==> src/rtl/processorci_reset_pkg.sv <==
// Shared types and constants for the staged reset sequencer.
// Latency: none (declarations only).
// Backpressure: none (declarations only).
package processorci_reset_pkg;

  // Sequencer states: power-on/after-button hold, staged release, idle, button held.
  typedef enum logic [1:0] {
    HOLD     = 2'd0,
    RELEASE  = 2'd1,
    RUN      = 2'd2,
    EXT_WAIT = 2'd3
  } seq_state_t;

  // Encoding of the last reset source reported on reset_cause_o.
  localparam logic [1:0] CAUSE_POR = 2'b01;
  localparam logic [1:0] CAUSE_EXT = 2'b10;
  localparam logic [1:0] CAUSE_SW  = 2'b11;

endpackage

==> src/rtl/reset_synchronizer.sv <==
// Async-assert / sync-deassert reset conditioner (flop chain).
// Latency: STAGES clk edges from async_rst_n rising to sync_rst_n rising; assertion is immediate.
// Backpressure: none.
module reset_synchronizer #(
  parameter int STAGES = 2
) (
  input  logic clk,
  input  logic async_rst_n,
  output logic sync_rst_n
);

  logic [STAGES-1:0] chain;

  // Clear the whole chain the moment reset asserts; shift ones in once it lifts.
  always_ff @(posedge clk or negedge async_rst_n) begin
    if (!async_rst_n) begin
      chain <= '0;
    end else begin
      chain <= {chain[STAGES-2:0], 1'b1};
    end
  end

  assign sync_rst_n = chain[STAGES-1];

endmodule

==> src/rtl/reset_sequencer.sv <==
// Staged multi-domain reset generator with debounced button and masked software reset.
// Latency: POR release of domain k at edge SYNC_STAGES+HOLD_CYCLES+k*STAGE_GAP; outputs registered.
// Backpressure: none; sw_rst_i outside RUN or with an empty mask is dropped.
module reset_sequencer
  import processorci_reset_pkg::*;
#(
  parameter int NUM_DOMAINS     = 4,
  parameter int HOLD_CYCLES     = 20,
  parameter int STAGE_GAP       = 8,
  parameter int SYNC_STAGES     = 2,
  parameter int DEBOUNCE_CYCLES = 16
) (
  input  logic                   clk,
  input  logic                   rst_n,
  input  logic                   ext_rst_i,
  input  logic                   sw_rst_i,
  input  logic [NUM_DOMAINS-1:0] domain_mask_i,
  output logic [NUM_DOMAINS-1:0] rst_n_o,
  output logic                   busy_o,
  output logic                   all_released_o,
  output logic [1:0]             reset_cause_o
);

  // The hold and gap phases share one counter, so it is sized for the larger of the two.
  localparam int SEQ_MAX = (HOLD_CYCLES > STAGE_GAP) ? HOLD_CYCLES : STAGE_GAP;
  localparam int SEQ_W   = $clog2(SEQ_MAX) + 1;
  localparam int DEB_W   = $clog2(DEBOUNCE_CYCLES) + 1;

  localparam logic [SEQ_W-1:0] HOLD_LAST = SEQ_W'(HOLD_CYCLES - 1);
  localparam logic [SEQ_W-1:0] GAP_LAST  = SEQ_W'(STAGE_GAP - 1);
  localparam logic [DEB_W-1:0] DEB_LAST  = DEB_W'(DEBOUNCE_CYCLES - 1);
  localparam logic [DEB_W-1:0] DEB_DONE  = DEB_W'(DEBOUNCE_CYCLES);

  // Parameter sanity, caught at elaboration.
  if (NUM_DOMAINS < 1) begin : g_chk_domains
    $error("reset_sequencer: NUM_DOMAINS must be >= 1");
  end
  if (HOLD_CYCLES < 1) begin : g_chk_hold
    $error("reset_sequencer: HOLD_CYCLES must be >= 1");
  end
  if (STAGE_GAP < 1) begin : g_chk_gap
    $error("reset_sequencer: STAGE_GAP must be >= 1");
  end
  if (SYNC_STAGES < 2) begin : g_chk_sync
    $error("reset_sequencer: SYNC_STAGES must be >= 2");
  end
  if (DEBOUNCE_CYCLES < 1) begin : g_chk_deb
    $error("reset_sequencer: DEBOUNCE_CYCLES must be >= 1");
  end

  logic                   sys_rst_n;
  logic [SYNC_STAGES-1:0] ext_ff;
  logic                   ext_sync;
  logic [DEB_W-1:0]       deb_cnt;
  logic                   ext_qual;

  seq_state_t             state, state_nxt;
  logic [SEQ_W-1:0]       cnt, cnt_nxt;
  logic [NUM_DOMAINS-1:0] pend, pend_nxt;
  logic [NUM_DOMAINS-1:0] next_bit;
  logic [NUM_DOMAINS-1:0] rst_nxt;
  logic [1:0]             cause_nxt;
  logic                   busy_nxt;
  logic                   all_nxt;

  // Board reset: asserts everything at once, lifts cleanly on a clock edge.
  reset_synchronizer #(
    .STAGES(SYNC_STAGES)
  ) u_por_sync (
    .clk        (clk),
    .async_rst_n(rst_n),
    .sync_rst_n (sys_rst_n)
  );

  // Bring the asynchronous button into the clock domain.
  always_ff @(posedge clk or negedge sys_rst_n) begin
    if (!sys_rst_n) begin
      ext_ff <= '0;
    end else begin
      ext_ff <= {ext_ff[SYNC_STAGES-2:0], ext_rst_i};
    end
  end

  assign ext_sync = ext_ff[SYNC_STAGES-1];

  // Count consecutive high samples of the button; any low sample starts over, top value sticks.
  always_ff @(posedge clk or negedge sys_rst_n) begin
    if (!sys_rst_n) begin
      deb_cnt <= '0;
    end else if (!ext_sync) begin
      deb_cnt <= '0;
    end else if (deb_cnt != DEB_DONE) begin
      deb_cnt <= deb_cnt + DEB_W'(1);
    end
  end

  // The press is accepted on exactly the edge the counter reaches its terminal value,
  // so a button held down afterwards does not re-trigger.
  assign ext_qual = ext_sync && (deb_cnt == DEB_LAST);

  // Lowest-index domain still waiting to come out of reset.
  assign next_bit = pend & (~pend + NUM_DOMAINS'(1));

  // Next-state and next-output decisions; a qualified button press overrides everything else.
  always_comb begin
    state_nxt = state;
    cnt_nxt   = cnt;
    pend_nxt  = pend;
    rst_nxt   = rst_n_o;
    cause_nxt = reset_cause_o;

    if (ext_qual) begin
      state_nxt = EXT_WAIT;
      cnt_nxt   = '0;
      pend_nxt  = '0;
      rst_nxt   = '0;
      cause_nxt = CAUSE_EXT;
    end else begin
      unique case (state)
        HOLD: begin
          if (cnt == HOLD_LAST) begin
            rst_nxt   = rst_n_o | next_bit;
            pend_nxt  = pend & ~next_bit;
            cnt_nxt   = '0;
            state_nxt = (pend_nxt == '0) ? RUN : RELEASE;
          end else begin
            cnt_nxt = cnt + SEQ_W'(1);
          end
        end
        RELEASE: begin
          if (cnt == GAP_LAST) begin
            rst_nxt   = rst_n_o | next_bit;
            pend_nxt  = pend & ~next_bit;
            cnt_nxt   = '0;
            state_nxt = (pend_nxt == '0) ? RUN : RELEASE;
          end else begin
            cnt_nxt = cnt + SEQ_W'(1);
          end
        end
        RUN: begin
          // Only masked domains are pulled low and queued; the rest keep running.
          if (sw_rst_i && (domain_mask_i != '0)) begin
            state_nxt = HOLD;
            cnt_nxt   = '0;
            pend_nxt  = domain_mask_i;
            rst_nxt   = rst_n_o & ~domain_mask_i;
            cause_nxt = CAUSE_SW;
          end
        end
        EXT_WAIT: begin
          // Button let go: replay the full power-on release of every domain.
          if (!ext_sync) begin
            state_nxt = HOLD;
            cnt_nxt   = '0;
            pend_nxt  = '1;
          end
        end
        default: begin
          state_nxt = HOLD;
          cnt_nxt   = '0;
          pend_nxt  = '1;
          rst_nxt   = '0;
        end
      endcase
    end

    busy_nxt = (state_nxt != RUN);
    all_nxt  = &rst_nxt;
  end

  // Sequencer state and registered outputs; reset puts every domain in reset under POR cause.
  always_ff @(posedge clk or negedge sys_rst_n) begin
    if (!sys_rst_n) begin
      state          <= HOLD;
      cnt            <= '0;
      pend           <= '1;
      rst_n_o        <= '0;
      busy_o         <= 1'b1;
      all_released_o <= 1'b0;
      reset_cause_o  <= CAUSE_POR;
    end else begin
      state          <= state_nxt;
      cnt            <= cnt_nxt;
      pend           <= pend_nxt;
      rst_n_o        <= rst_nxt;
      busy_o         <= busy_nxt;
      all_released_o <= all_nxt;
      reset_cause_o  <= cause_nxt;
    end
  end

endmodule
==> config.mk <==
export PLATFORM = sky130hd
export DESIGN_NAME = reset_sequencer
export DESIGN_NICKNAME = d
export VERILOG_FILES = /design/src/rtl/processorci_reset_pkg.sv /design/src/rtl/reset_synchronizer.sv /design/src/rtl/reset_sequencer.sv
export SDC_FILE = /design/constraint.sdc
export NUM_CORES = 1
export LEC_CHECK = 0
export ABC_AREA = 1
export BUFFER_PORTS_ARGS = -buffer_cell sky130_fd_sc_hd__buf_2
export CAP_MARGIN = 10
export CORE_ASPECT_RATIO = 1.2
export CORE_MARGIN = 1.5
export CORE_UTILIZATION = 52
export CTS_BUF_LIST = sky130_fd_sc_hd__clkbuf_2
export CTS_CLUSTER_DIAMETER = 200
export DETAILED_ROUTE_END_ITERATION = 6
export HOLD_SLACK_MARGIN = 0.15
export PLACE_DENSITY = 0.76
export SLEW_MARGIN = 40
export SYNTH_ARGS = -nofsm -noshare
export SYNTH_HDL_FRONTEND = slang
export SYNTH_SLANG_ARGS = --single-unit
==> constraint.sdc <==
create_clock -name clk -period 1.1 [get_ports clk]
set_input_delay 0.11 -clock clk [delete_from_list [all_inputs] [get_ports clk]]
set_output_delay 0.11 -clock clk [all_outputs]
set_load 0.02 [all_outputs]
==> results of run 1 <==
[cells in the mapped netlist, drive strengths merged]
master  number  area [um2]
o21ai       20         111
nand3       15        75.1
inv         26        97.6
nor3         4        20.0
nand3b       1        7.51
a21oi        7        38.8
conb         1        3.75
xor2         2        17.5
buf          1        11.3
dfstp        6         158
a22oi        1        7.51
o21a         1        7.51
clkinv       1        5.00
nor2        25         116
ha           4        50.1
nand2       48         208
nand4        2        12.5
o22ai        2        12.5
dfrtp       23         576
a31oi        1        6.26
or2          1        6.26
[cell families after synthesis]
| group | count (synthesis) | synth area share |
|---|---|---|
| AND/OR/NAND/NOR | 96 | 0.288 |
| AO/OA/AOI/OAI | 32 | 0.119 |
| flip-flops | 29 | 0.474 |
| buffers and inverters | 28 | 0.0736 |
| adder cells (fa/ha/maj) | 4 | 0.0323 |
| XOR/XNOR | 2 | 0.0113 |
| other | 1 | 0.00242 |
[path summary, 6_finish.rpt]
path                                                 end  slack [ps]
setup / recovery                      state[0]$_DFF_PN0_        -430
hold / removal                      rst_n_o[2]$_DFF_PN0_         170
setup reg to reg                      state[0]$_DFF_PN0_        -430
hold reg to reg                   deb_cnt[0]$_DFFE_PN0P_         220
max in group asynchronous  u_por_sync.chain[0]$_DFF_PN0_         390
min in group asynchronous         deb_cnt[0]$_DFFE_PN0P_         220
[area by class of cell]
class,instances,area share
inverters,27,0.0447
flip-flops and latches,29,0.305
clock buffers,6,0.0125
well taps,34,0.0177
multi-input cells,135,0.377
repair buffers,72,0.228
clock inverters,2,0.0140
[metrics by stage]
step	power [mW]	utilization	instances
floorplan	2.85	-	192
global placement	3.17	0.689	274
detailed placement	3.25	0.689	274
CTS	4.21	0.787	297
global route	4.80	0.855	305
finish	4.53	0.855	305
[layout by cell type (no fill, tap or decap), types with 2 or more instances in the layout]
cell	instances
buf_4	49
nand2_1	31
dfrtp_1	22
inv_1	20
nor2_1	17
buf_2	12
nand3_1	11
nand2_2	10
o21ai_1	8
nand2_4	6
a21oi_1	6
o21ai_2	6
dfstp_2	6
clkbuf_2	6
o21ai_0	5
dlygate4sd3_1	5
buf_6	5
nor2_2	4
inv_2	4
nor2_4	4
ha_4	4
nand3_2	3
inv_4	2
nor3_1	2
nand4_1	2
[sequential cells by signal, indices dropped and copies added (netlist names), 2 cells and up]
register          cells
ext_ff                2
cnt                   6
state                 2
u_por_sync.chain      2
reset_cause_o         2
pend                  4
rst_n_o               4
deb_cnt               5
[power by group through the flow]
stage               combinational, mW  sequential, mW  clock (mW)
floorplan                        1.16            1.70           0
global placement                 1.61            1.56           0
detailed placement               1.67            1.58           0
CTS                              1.87            1.56       0.779
global route                     2.32            1.64       0.837
finish                           2.14            1.62       0.782
[what timing repair did]
| action | CTS | global route |
|---|---|---|
| hold buffers | 5 | 0 |
| endpoints found under the hold margin | 4 | 0 |
| endpoints found under the setup margin | 26 | 28 |
| gates resized for setup | 28 | 31 |
| setup buffers | 10 | 9 |
| gates cloned | 0 | 0 |
| pin swaps | 12 | 14 |
[tightest hold or removal path: stages]
cell	delay, ps
buf_2	90
nand2_1	70
o21ai_1	180
a21oi_1	80
[layer usage]
metal | wire length, um | share of wire
met3 | 180 | 0.041
met4 | 76 | 0.017
met2 | 2380 | 0.54
met1 | 1790 | 0.40
met5 | 0 | 0
==> impl_results.md, run 1 <==
* Signal arrival time at the worst endpoint at 1810 ps
* Sum of negative setup slack at -8110 ps
* Power per standard cell area at 1890 nW/um2
* Hold violation count in the final report at 0
* Synthesized net count at 204
* Clock tree from TritonCTS: built
* Sequential element share of the synthesized area at 0.474
* Avg Synthesized Cell Area at 8.06 um2
* Number of global-route vias before repair at 1607
* Vias per inst at 5.31
* Sw Share at 0.384
* Clock-pin slew on the worst setup and hold paths at 170 ps
* Slack of the critical path at -434 ps
* Crit path buffers/inverters at 3
* Effective utilization at floorplan at 0.551
* Hold path depth at 4
* Vertical die dimension at 62.8 um
* Setup clock skew after layout at 18.6 ps
* Post-detail-place hpwl at 2.73 mm
* Worst min-delay path startpoint: domain_mask_i[2]
* Total CTS buffers at 5
* Count of input and output buffers at 15
* Post-Synthesis Cell Area at 1550 um2
* Seq cells post-synth at 29
* Placement Cell Area at 1940 um2
* Worst hold path type: input pin to flop
* Deepest level of the CTS H-tree at 2
* ANT nets after route at 0
* Maximum single-stage delay on the critical path at 450 ps
* Net count of the finished layout at 282
* Overall Global Routing Usage at 0.273
* Crit-path max FO at 8
* Reg power frac at 0.357
* Min Hold Slack at 170 ps
* Final period demand of the worst path at 1530 ps
* Worst endpoint required time at 1370 ps
* Area of the multi-input gates at 907 um2
* Reg2reg path depth at 10
* Count of cell types in the netlist at 29
* Diode insertion count for antenna repair at 0
* Site Rows at 21
* Internal power contribution at 2.79 mW
* Proportion of layout cells with a drive suffix above 1 at 0.491
* Die footprint at 3310 um2
* Grt met2 use at 0.459
* Final setup violation count at 26
* Maxcap violations at 0
* Standby leakage power at 1.17 nW
* Antenna violations before repair at 0
* Outcome: finished with violations
* Count of final max-slew check failures at 0
* Drt wl/cell at 14.5 um
* Wire length of the first global-routing pass at 6.76 mm
* Number of optimization iterations in the first detailed-route pass at 4
* Fill cell total of the finished layout at 132
* GR met3 Demand/Resource at 0.0694
* Cell family with the largest share of critical-path delay: flip-flops
* Sink count of the clock tree at 29
* Yosys warning count at 0
* Type of the setup path with the least slack: flop to flop
* Iter 0 DRT Violations at 74
* Clock Tree Buf Depth at 2
* Pre-CTS WS at -432 ps
* Number of design rule violations left after detail routing at 0
* Design area at 2400 um2
* Violated checks: negative setup slack
* Maximum ir drop on the vdd rail at 0.00133 V
* Type of element launching the critical path: flop
* Cells along the critical path: ha_4 -> nand2_4 -> nor2_2 -> ha_4 -> nand2_8 -> buf_8 -> buf_4 -> nand2_4 -> inv_2 -> nand3_1
* Via count at 1621
* Layout area overhead at 55.4%
* Max Freq at 652 MHz
* IO Count at 16
* Clk pwr share at 0.172
* Overflow left after global routing at 0
* Sequential cell area at 734 um2
* Pin count of the biggest net entering global routing at 28
* Final period util at 1.39
* Clock latency on the worst-skew pair at 380 ps
* Reg-to-reg startpoint: deb_cnt[1]$_DFFE_PN0P_
* Weighted congestion reported at the end of routability-driven placement at 0.919
* Total net switching power at 1.74 mW
* Wire length reported by the detailed router at 4.43 mm
* Setup repair after global routing missed its margin: yes
* First element of the critical path: deb_cnt[1]$_DFFE_PN0P_
* Root Driver: clkbuf_2
* Gate count after technology mapping at 192
* Logic gate share of total power at 0.471
* Layer carrying the most global-route usage: met2
* Critical path endpoint category: flop
* Core Region at 2810 um2
* Die outline width at 52.8 um
* Number of logic stages on the critical path including buffering at 10
* Met1 track demand over resource in global routing at 0.334
* Crit-path slowest cell: dfrtp_1
(Power assumes the default switching activity.)
==> run 2: changes to the inputs <==
--- a/config.mk
+++ b/config.mk
@@ -16,6 +16,7 @@
 export DETAILED_ROUTE_END_ITERATION = 6
 export HOLD_SLACK_MARGIN = 0.15
 export PLACE_DENSITY = 0.76
+export SETUP_SLACK_MARGIN = 0.2
 export SLEW_MARGIN = 40
 export SYNTH_ARGS = -nofsm -noshare
 export SYNTH_HDL_FRONTEND = slang
==> impl_results.md, run 2 (same netlist as run 1, synthesis figures left out) <==
* Outcome: finished with violations
* Violated checks: negative setup slack
* Die footprint at 3310 um2
* Logic gate share of total power at 0.520
* Hold path depth at 5
* Clk pwr share at 0.156
* Deepest level of the CTS H-tree at 2
* Total net switching power at 2.09 mW
* Sum of negative setup slack at -10630 ps
* ANT nets after route at 0
* Design area at 2580 um2
* Post-detail-place hpwl at 2.72 mm
* Vertical die dimension at 62.8 um
* Min Hold Slack at 205 ps
* Pre-CTS WS at -439 ps
* Reg power frac at 0.324
* Slack of the critical path at -577 ps
* Registers with the most flip-flops: cnt (6), deb_cnt (5)
* Antenna violations before repair at 0
* Maxcap violations at 0
* Critical path endpoint category: flop
* Site Rows at 21
* Net count of the finished layout at 286
* Top register by number of flip-flops: cnt
* Proportion of layout cells with a drive suffix above 1 at 0.556
* Type of the setup path with the least slack: flop to flop
* Standby leakage power at 1.24 nW
* Total CTS buffers at 5
* Worst endpoint required time at 1400 ps
* Clock-pin slew on the worst setup and hold paths at 150 ps
* Iter 0 DRT Violations at 176
* Maximum ir drop on the vdd rail at 0.00182 V
* Root Driver: clkbuf_2
* Overall Global Routing Usage at 0.311
* Max Freq at 596 MHz
* Core Region at 2810 um2
* Number of optimization iterations in the first detailed-route pass at 6
* Number of global-route vias before repair at 1762
* Clock latency on the worst-skew pair at 380 ps
* Die outline width at 52.8 um
* Final period util at 1.52
* Worst hold path type: input pin to flop
* Via count at 1881
* Final period demand of the worst path at 1680 ps
* Count of final max-slew check failures at 0
* Number of design rule violations left after detail routing at 0
* Setup repair after global routing missed its margin: yes
* Vias per inst at 6.09
* Reg2Reg Setup Slack at -580 ps
* Count of input and output buffers at 15
* Internal power contribution at 2.97 mW
* Power per standard cell area at 1960 nW/um2
* Reg2reg path depth at 9
* Clock Tree Buf Depth at 2
* Commonest non-fill, non-tap cell in the layout: buf_4
* Setup clock skew after layout at 20.3 ps
* IO Count at 16
* Crit-path max FO at 8
* Highest-count cells in the layout ignoring fill and taps: 49 x buf_4, 25 x nand2_1, 22 x dfrtp_1, 20 x inv_1
* Wire length of the first global-routing pass at 7.61 mm
* Sink count of the clock tree at 29
* Type of element launching the critical path: flop
* Overflow left after global routing at 0
* Layout area overhead at 66.8%
* Hold violation count in the final report at 0
* Placement Cell Area at 1940 um2
* Layout Utilization at 0.918
* Effective utilization at floorplan at 0.551
* Flip-flop count of the largest register, all copies and words added at 6
* Weighted congestion reported at the end of routability-driven placement at 0.919
* Clock tree from TritonCTS: built
* Fill cell total of the finished layout at 93
* Signal arrival time at the worst endpoint at 1980 ps
* Pin count of the biggest net entering global routing at 28
* Wire length reported by the detailed router at 6.56 mm
* Diode insertion count for antenna repair at 0
* Drt wl/cell at 21.2 um
* Sw Share at 0.413
* Final setup violation count at 27
[run 2: cell count changes in the layout (fill, tap and decap cells not counted), sizes merged]
cell / delta
dlygate4sd3: -1
nand2: +1
buf: +4
[run 2: per-stage QoR]
stage	total power, mW	instances
detailed placement	3.26	274
global placement	3.17	274
finish	5.06	309
floorplan	2.85	192
CTS	4.37	296
global route	5.22	309
[run 2: per-layer routing]
layer / global-route usage / vias up / routed length (um)
met5: 0 / - / 0
met4: 0.183 / 0 / 525
met3: 0.0766 / 63 / 510
met2: 0.519 / 141 / 3330
met1: 0.344 / 894 / 2200
li1: - / 783 / -
[run 2: worst max-delay path, cell delays in order, from the launching register on]
cell and delay, ps:
dfrtp_1 440, ha_4 190, nand2_4 60, nor2_4 140, nand2_2 70, nand2_2 90, nand2_4 70, o21ai_4 330
nand2_1 110, o21ai_1 100
[run 2: final cells by class]
class                   instances  area, um2  share of cell area
well taps                      34       42.5              0.0165
repair buffers                 75        612               0.237
clock inverters                 2       33.8              0.0131
clock buffers                   6       30.0              0.0116
flip-flops and latches         29        734               0.285
multi-input cells             136       1010               0.391
inverters                      27        119              0.0460
[run 2: path summary, 6_finish.rpt]
check	startpoint	endpoint
max in group asynchronous	rst_n	u_por_sync.chain[0]$_DFF_PN0_
worst min register to register	u_por_sync.chain[1]$_DFF_PN0_	deb_cnt[1]$_DFFE_PN0P_
worst min-delay path	domain_mask_i[1]	reset_cause_o[0]$_DFFE_PN1P_
min in group asynchronous	u_por_sync.chain[1]$_DFF_PN0_	deb_cnt[1]$_DFFE_PN0P_
worst max register to register	cnt[1]$_DFFE_PN0P_	pend[3]$_DFFE_PN1P_
worst max-delay path	cnt[1]$_DFFE_PN0P_	pend[3]$_DFFE_PN1P_
[run 2: timing repair]
action / 4_1_cts / 5_1_grt
hold buffers: 4 / 0
resized for setup: 70 / 30
endpoints found under the hold margin: 4 / 0
cloned: 1 / 0
setup buffers: 9 / 13
endpoints found under the setup margin: 33 / 33
pin swaps: 10 / 23
[run 2: power groups by stage]
stage	sequential [mW]	combinational, mW	clock, mW
detailed placement	1.58	1.69	0
finish	1.64	2.63	0.788
global route	1.66	2.73	0.837
floorplan	1.70	1.16	0
global placement	1.56	1.61	0
CTS	1.59	2.00	0.781
==> run 3: changes to the inputs <==
==> constraint.sdc (replaced) <==
create_clock -name clk -period 1.1 [get_ports clk]
set_input_delay 0.11 -clock clk [delete_from_list [all_inputs] [get_ports clk]]
set_output_delay 0.11 -clock clk [all_outputs]
set_load 0.01 [all_outputs]
==> impl_results.md, run 3 (same netlist as run 1, synthesis figures left out) <==
* Vertical die dimension at 62.8 um
* Final period demand of the worst path at 1640 ps
* Diode insertion count for antenna repair at 0
* Sequential cell area at 734 um2
* Final Total Pwr at 4.79 mW
* Total CTS buffers at 5
* Highest-count cells in the layout ignoring fill and taps: 50 x buf_4, 28 x nand2_1, 22 x dfrtp_1, 19 x inv_1, 16 x nor2_1
* Final period util at 1.49
* Cells along the critical path: ha_4 -> nand3_2 -> o21ai_2 -> nand2_4 -> o21ai_4 -> nand3_1 -> o21ai_2
* Iter 0 DRT Violations at 110
* Final setup violation count at 27
* Type of the setup path with the least slack: flop to flop
* Proportion of layout cells with a drive suffix above 1 at 0.538
* Top register by number of flip-flops: cnt
* Cell family with the largest share of critical-path delay: compound AO/OA/AOI/OAI gates
* Slack of the critical path at -540 ps
* Count of final max-slew check failures at 0
* Maximum ir drop on the vdd rail at 0.00161 V
* Sum of negative setup slack at -9380 ps
* Pin count of the biggest net entering global routing at 28
* Drt wl/cell at 17.7 um
* Maximum single-stage delay on the critical path at 440 ps
* Hold violation count in the final report at 0
* Area of the multi-input gates at 975 um2
* Vias per inst at 5.70
* Signal arrival time at the worst endpoint at 1980 ps
* Overflow left after global routing at 0
* Antenna violations before repair at 0
* Net count of the finished layout at 286
* Most prevalent standard cell on the critical path: o21ai_2
* Logic gate share of total power at 0.497
* Number of global-route vias before repair at 1717
* Standby leakage power at 1.21 nW
* Worst endpoint required time at 1440 ps
* Die footprint at 3310 um2
* Setup clock skew after layout at 25.6 ps
* Root Driver: clkbuf_2
* Type of element launching the critical path: flop
* Clock latency on the worst-skew pair at 390 ps
* ANT nets after route at 0
* IO Count at 16
* Flip-flop count of the largest register, all copies and words added at 6
* Overall Global Routing Usage at 0.298
* Weighted congestion reported at the end of routability-driven placement at 0.919
* Setup repair after global routing missed its margin: yes
* Min Hold Slack at 177 ps
* Violated checks: design-rule violations, negative setup slack
* Power per standard cell area at 1900 nW/um2
* Critical path endpoint category: flop
* Post-detail-place hpwl at 2.72 mm
* Crit path buffers/inverters at 0
* Outcome: finished with violations
* Clock Tree Buf Depth at 2
* Die outline width at 52.8 um
* Clock-pin slew on the worst setup and hold paths at 180 ps
* Reg power frac at 0.337
* Design area at 2520 um2
* Wire length of the first global-routing pass at 7.42 mm
* Total net switching power at 1.89 mW
* Wire length reported by the detailed router at 5.48 mm
* Internal power contribution at 2.90 mW
* Max Freq at 610 MHz
* Crit-path slowest cell: dfrtp_1
* Fill cell total of the finished layout at 112
* Sw Share at 0.394
* Count of input and output buffers at 15
* Deepest level of the CTS H-tree at 2
* Effective utilization at floorplan at 0.551
* Registers with the most flip-flops: cnt (6), deb_cnt (5)
* Worst hold path type: input pin to flop
* Clock tree from TritonCTS: built
* Maxcap violations at 0
* Layout area overhead at 62.7%
* Site Rows at 21
* Placement Cell Area at 1940 um2
* Via count at 1761
* Number of optimization iterations in the first detailed-route pass at 7
* Commonest non-fill, non-tap cell in the layout: buf_4
* Core Region at 2810 um2
* Crit-path max FO at 8
* Sink count of the clock tree at 29
* Number of design rule violations left after detail routing at 1
* Clk pwr share at 0.166
==> run 3: what timing repair did <==
action / 4_1_cts / 5_1_grt
gates resized for setup: 56 / 24
hold buffers: 4 / 0
hold endpoints to repair: 4 / 0
cloned: 1 / 0
endpoints found under the setup margin: 33 / 33
pin swaps: 10 / 19
buffers inserted: 8 / 14
==> run 3: cell type report <==
cell class,count,share of cell area
clock buffers,6,0.0119
multi-input cells,136,0.387
flip-flops and latches,29,0.292
well taps,34,0.0169
clock inverters,2,0.0134
inverters,27,0.0472
repair buffers,75,0.232
==> run 3: metal layers <==
metal,GRT usage,share of wire,wire [um],up-vias
li1,-,-,-,783
met1,0.341,0.36,1960,842
met2,0.511,0.52,2870,95
met3,0.0766,0.063,345,41
met4,0.125,0.055,301,0
met5,0,0,0,-
==> run 3: worst paths after layout <==
check | cells after the start | startpoint | to | slack, ps
worst max register to register | 7 | cnt[1]$_DFFE_PN0P_ | pend[2]$_DFFE_PN1P_ | -540
worst min register to register | 1 | u_por_sync.chain[1]$_DFF_PN0_ | deb_cnt[0]$_DFFE_PN0P_ | 250
min in group asynchronous | 1 | u_por_sync.chain[1]$_DFF_PN0_ | deb_cnt[0]$_DFFE_PN0P_ | 250
max in group asynchronous | 3 | rst_n | u_por_sync.chain[0]$_DFF_PN0_ | 410
worst max-delay path | 7 | cnt[1]$_DFFE_PN0P_ | pend[2]$_DFFE_PN1P_ | -540
worst min-delay path | 5 | domain_mask_i[1] | reset_cause_o[0]$_DFFE_PN1P_ | 180
==> run 3: power by group through the flow <==
stage | clock (mW) | combinational (mW) | sequential [mW]
global route | 0.863 | 2.51 | 1.64
global placement | 0 | 1.56 | 1.56
finish | 0.795 | 2.38 | 1.61
CTS | 0.781 | 1.91 | 1.58
detailed placement | 0 | 1.64 | 1.58
floorplan | 0 | 1.16 | 1.65
==> run 3: tightest hold or removal path: stages <==
cell and delay [ps]:
buf_2 90, nor2_1 40, nand2_1 70, a31oi_1 120, nor2_4 100
==> run 3: per-stage QoR <==
step,worst slack [ps],instances,utilization
after floorplan,-320,192,-
after global routing,-577,309,0.895
after detailed placement,-439,274,0.689
after CTS,-404,295,0.824
final,-540,309,0.895
after global placement,-356,274,0.689
